==> src/rtl/mux2_stream_arb_pkg.sv <==
// Shared definitions for the two-input packet stream arbiter:
// FSM state encodings and the default payload width.
package mux2_stream_arb_pkg;

    localparam int DATA_W_DEF = 8;

    typedef enum logic [1:0] {
        IDLE  = 2'b00,
        LOCK1 = 2'b01,
        LOCK2 = 2'b10
    } state_t;

endpackage

==> src/rtl/mux_out_reg.sv <==
// Single-entry output register with valid/ready hold: a loaded beat is held
// stable until the downstream accepts it.
module mux_out_reg #(
    parameter int DATA_W = 8
) (
    input  logic              i_clk,
    input  logic              i_rst_n,
    input  logic              i_load,
    input  logic [DATA_W-1:0] i_data,
    input  logic              i_last,
    input  logic              i_ready,
    output logic              o_valid,
    output logic [DATA_W-1:0] o_data,
    output logic              o_last,
    output logic              o_can_load
);

    logic              r_valid;
    logic [DATA_W-1:0] r_data;
    logic              r_last;

    // A new beat may enter when the register is empty or is being drained this cycle.
    assign o_can_load = !r_valid || i_ready;

    always_ff @(posedge i_clk or negedge i_rst_n) begin
        if (!i_rst_n) begin
            r_valid <= 1'b0;
            r_data  <= '0;
            r_last  <= 1'b0;
        end else if (i_load) begin
            r_valid <= 1'b1;
            r_data  <= i_data;
            r_last  <= i_last;
        end else if (i_ready) begin
            r_valid <= 1'b0;
        end
    end

    assign o_valid = r_valid;
    assign o_data  = r_data;
    assign o_last  = r_last;

endmodule

==> src/rtl/mux2_stream_arb.sv <==
// Two-channel packet arbiter: locks onto one input for a whole packet and
// alternates priority between channels after each packet.
module mux2_stream_arb
    import mux2_stream_arb_pkg::*;
#(
    parameter int DATA_W = DATA_W_DEF
) (
    input  logic              I_clk,
    input  logic              I_rst_n,
    input  logic [DATA_W-1:0] I_in1_data,
    input  logic              I_in1_valid,
    input  logic              I_in1_last,
    output logic              O_in1_ready,
    input  logic [DATA_W-1:0] I_in2_data,
    input  logic              I_in2_valid,
    input  logic              I_in2_last,
    output logic              O_in2_ready,
    output logic [DATA_W-1:0] O_out_data,
    output logic              O_out_valid,
    output logic              O_out_last,
    input  logic              I_out_ready,
    output logic              O_sel,
    output logic              O_busy
);

    state_t            r_state;
    logic              r_prio;
    logic              r_sel;
    logic              w_can_load;
    logic              w_acc1;
    logic              w_acc2;
    logic              w_load;
    logic [DATA_W-1:0] w_data;
    logic              w_last;

    assign O_in1_ready = (r_state == LOCK1) && w_can_load;
    assign O_in2_ready = (r_state == LOCK2) && w_can_load;

    assign w_acc1 = O_in1_ready && I_in1_valid;
    assign w_acc2 = O_in2_ready && I_in2_valid;
    assign w_load = w_acc1 || w_acc2;
    assign w_data = (r_state == LOCK1) ? I_in1_data : I_in2_data;
    assign w_last = (r_state == LOCK1) ? I_in1_last : I_in2_last;

    // r_prio = 1 means channel 1 wins a tie; it flips to the other channel
    // whenever a packet completes, giving round-robin under contention.
    always_ff @(posedge I_clk or negedge I_rst_n) begin
        if (!I_rst_n) begin
            r_state <= IDLE;
            r_prio  <= 1'b1;
            r_sel   <= 1'b1;
        end else begin
            case (r_state)
                IDLE: begin
                    if (I_in1_valid && (!I_in2_valid || r_prio)) begin
                        r_state <= LOCK1;
                        r_sel   <= 1'b1;
                    end else if (I_in2_valid) begin
                        r_state <= LOCK2;
                        r_sel   <= 1'b0;
                    end
                end
                LOCK1: begin
                    if (w_acc1 && I_in1_last) begin
                        r_state <= IDLE;
                        r_prio  <= 1'b0;
                    end
                end
                LOCK2: begin
                    if (w_acc2 && I_in2_last) begin
                        r_state <= IDLE;
                        r_prio  <= 1'b1;
                    end
                end
                default: r_state <= IDLE;
            endcase
        end
    end

    assign O_sel  = r_sel;
    assign O_busy = (r_state != IDLE);

    mux_out_reg #(
        .DATA_W (DATA_W)
    ) u_out_reg (
        .i_clk      (I_clk),
        .i_rst_n    (I_rst_n),
        .i_load     (w_load),
        .i_data     (w_data),
        .i_last     (w_last),
        .i_ready    (I_out_ready),
        .o_valid    (O_out_valid),
        .o_data     (O_out_data),
        .o_last     (O_out_last),
        .o_can_load (w_can_load)
    );

endmodule

==> config.mk <==
export PLATFORM = sky130hd
export DESIGN_NAME = mux2_stream_arb
export DESIGN_NICKNAME = d
export VERILOG_FILES = /design/src/rtl/mux2_stream_arb_pkg.sv /design/src/rtl/mux_out_reg.sv /design/src/rtl/mux2_stream_arb.sv
export SDC_FILE = /design/constraint.sdc
export NUM_CORES = 1
export LEC_CHECK = 0
export BUFFER_PORTS_ARGS = -buffer_cell sky130_fd_sc_hd__buf_2
export CORE_MARGIN = 2
export CORE_UTILIZATION = 47
export CTS_BUF_LIST = sky130_fd_sc_hd__clkbuf_8
export DETAILED_ROUTE_END_ITERATION = 6
export PLACE_DENSITY = 0.8
export SETUP_SLACK_MARGIN = 0.05
export SKIP_LAST_GASP = 1
export SYNTH_ARGS = -nofsm -noshare
export SYNTH_HDL_FRONTEND = slang
export SYNTH_HIERARCHICAL = 1
export SYNTH_SLANG_ARGS = --single-unit
==> constraint.sdc <==
create_clock -name I_clk -period 1.92 [get_ports I_clk]
set_input_delay 0.48 -clock I_clk [delete_from_list [all_inputs] [get_ports I_clk]]
set_output_delay 0.48 -clock I_clk [all_outputs]
set_load 0.02 [all_outputs]
==> metrics.yaml <==
cts_tree: "yes"
clock-sinks: 14
cts.path.max_buffers: 2
cp_num_buf_inv: 1
crit_type: "register to output port"
cp_max_fo: 11
grt_pass1_vias: 586
slowest_delay_ns: 0.52
slew-limit-headroom: 0.7925
synthTopCellsByArea: "dfrtp_1 (37%), mux2_4 (31%), dfstp_2 (6.5%)"
placed_cell_area_um2: 979.7
synth_fp_nets: 84
ir_worst_vdd_mv: 0.9104
setup_tns_ns: 0
worst_hold_slack_ns: 0.1233
p_per_area_nw_per_um2: 1732
rsz0062_at_grt: "false"
grt_usage: 0.1646
pwr-share-clk: 0.130
dp_hpwl_mm: 1.234
final_antenna_net_count: 0
finalInstanceArea_um2: 1025
leakage_nw: 0.5513
drt-initial-drc-count: 4
fin_worst_skew_ns: 0.002767
die_x_um: 45.57
routed_via_density: 5.296
firstDrtPassIters: 4
cts_buffers: 3
grt_first_pass_wirelength_mm: 2.428
fin_ws_ns: 0.2047
swShare: 0.3804
cp.arrival_ns: 1.24
maxSlewViolCount: 0
drc_errors: 0
cpMaxStageDelayCell: "dfrtp_1"
pre_cts_slack_ns: 0.2774
die_y_um: 45.57
run_status: "completed"
wl_per_cell_um: 13.28
die-area_um2: 2076
worst_slew_pin_slew_ns: 0.3113
path_cells: "nand2b_4 > nor2_1 > buf_2"
antenna_found_initial: 0
fp-row-count: 15
synthCells: 61
finalSetupViolCount: 0
port_buffers: 36
yosys_warnings: 6
yosysTopAreaCellShare: 0.3698
h-tree-depth: 1
postCtsHoldBufs: 0
root_buffer: "clkbuf_8"
clkTransAtPathRegs_ns: 0.05
synth.largest_area_cell: "dfrtp_1"
yosysUniqueCellTypes: 18
seqPwrFrac: 0.328
gp_congestion: 0.7781
clock_latency_ns: 0.24
pin_count: 37
n_antenna_cell: 0
finalCriticalPeriod_ns: 1.715
grt_max_degree: 15
mostFrequentLayoutCells: "buf_2 (36), mux2_4 (17), dfrtp_1 (12)"
power_switching_uw: 675.3
hold_class: "input pin to asynchronous set/reset pin"
finish.utilization: 0.6135
cts_resized: 0
syn_area_um2: 812.0
wl_mm: 1.527
core_area_um2: 1670
nNetsFinal: 122
drive_above_1_share: 0.6327
fmax_mhz: 583.0
ys_seq_area_frac: 0.4345
num_vias: 609
finalHoldViolCount: 0
post_cts_buffers: 0
maxCapViolations: 0
ys_ff_latch: 14
combPwrFrac: 0.542
critPathLaunchType: "register"
grt-ovfl-total: 0
critical-path-top-delay-family: "flip-flops"
period_share: 0.8934
crit_required_ns: 1.44
start_util: 0.4861
syn_area_per_cell_um2: 13.31
layout_commonest_cell: "buf_2"
end_kind: "output port"
syn2layout_area_growth_pct: 26.19
p_int_mw: 1.100
==> layout make-up <==
class,instances,area (um2)
clock buffers,3,41.29
clock inverters,1,3.754
fillers,143,645.6
inverters,2,7.507
multi-input cells,41,410.4
flip-flops and latches,14,352.8
well taps,17,21.27
repair buffers,37,187.7
==> per-layer routing <==
| layer | global-route usage | share of wire | routed length [um] | up-vias |
|---|---|---|---|---|
| met5 | 0 | 0 | 0 | - |
| met4 | 0.06471 | 0.0085 | 13 | 0 |
| met3 | 0.03571 | 0.076 | 116 | 4 |
| met2 | 0.2930 | 0.51 | 782 | 29 |
| met1 | 0.1889 | 0.40 | 614 | 290 |
| li1 | - | - | - | 286 |
==> Yosys cell counts <==
library cell,number
a21oi_1,4
buf_6,3
nor3b_1,1
o221a_2,1
inv_1,2
nand3b_1,4
mux2_2,1
mux2_4,17
nand3_1,2
nor2_1,2
nand2_1,3
dfrtp_1,12
nand2b_4,1
o21bai_1,1
a31oi_1,1
buf_4,1
nand2b_1,3
dfstp_2,2
==> final timing paths <==
kind                                  start                  end  slack [ns]  cells after the start
setup / recovery                 r_state[0]          O_in1_ready        0.20                      3
hold / removal                      I_rst_n           r_state[1]        0.12                      1
setup reg to reg                 r_state[0]  u_out_reg/o_data[2]        0.40                      4
hold reg to reg            u_out_reg/o_last     u_out_reg/o_last        0.51                      1
max in group asynchronous           I_rst_n                O_sel        1.51                      1
min in group I_clk              I_in2_valid                O_sel        0.45                      2
==> flip-flops by register name (all words and copies together) (netlist names) <==
signal and flops:
u_out_reg/o_data 8, O_sel 1, r_state 2, r_prio 1, u_out_reg/o_valid 1, u_out_reg/o_last 1
==> metrics by stage <==
step                      instances  total power [mW]
after floorplan                  61             1.355
after global placement          111             1.522
after detailed placement        111             1.552
after CTS                       115             1.796
after global routing            115             1.883
final                           115             1.775
==> power by group through the flow <==
| stage | clock, mW | combinational [mW] | sequential, mW |
|---|---|---|---|
| 3_5_place_dp | 0 | 0.970 | 0.582 |
| 3_3_place_gp | 0 | 0.944 | 0.578 |
| 5_1_grt | 0.250 | 1.03 | 0.606 |
| 4_1_cts | 0.238 | 0.975 | 0.583 |
| 6_report | 0.231 | 0.962 | 0.582 |
| 2_1_floorplan | 0 | 0.671 | 0.684 |
==> logic make-up after synthesis <==
| kind of cell | Yosys count | synth area share |
|---|---|---|
| and+or+nand+nor | 16 | 0.1217 |
| DFF | 14 | 0.4345 |
| AOI/OAI and AO/OA | 7 | 0.05548 |
| muxes | 18 | 0.3282 |
| buffers and inverters | 6 | 0.06010 |
Note: power is estimated with default switching activity, not from simulation.
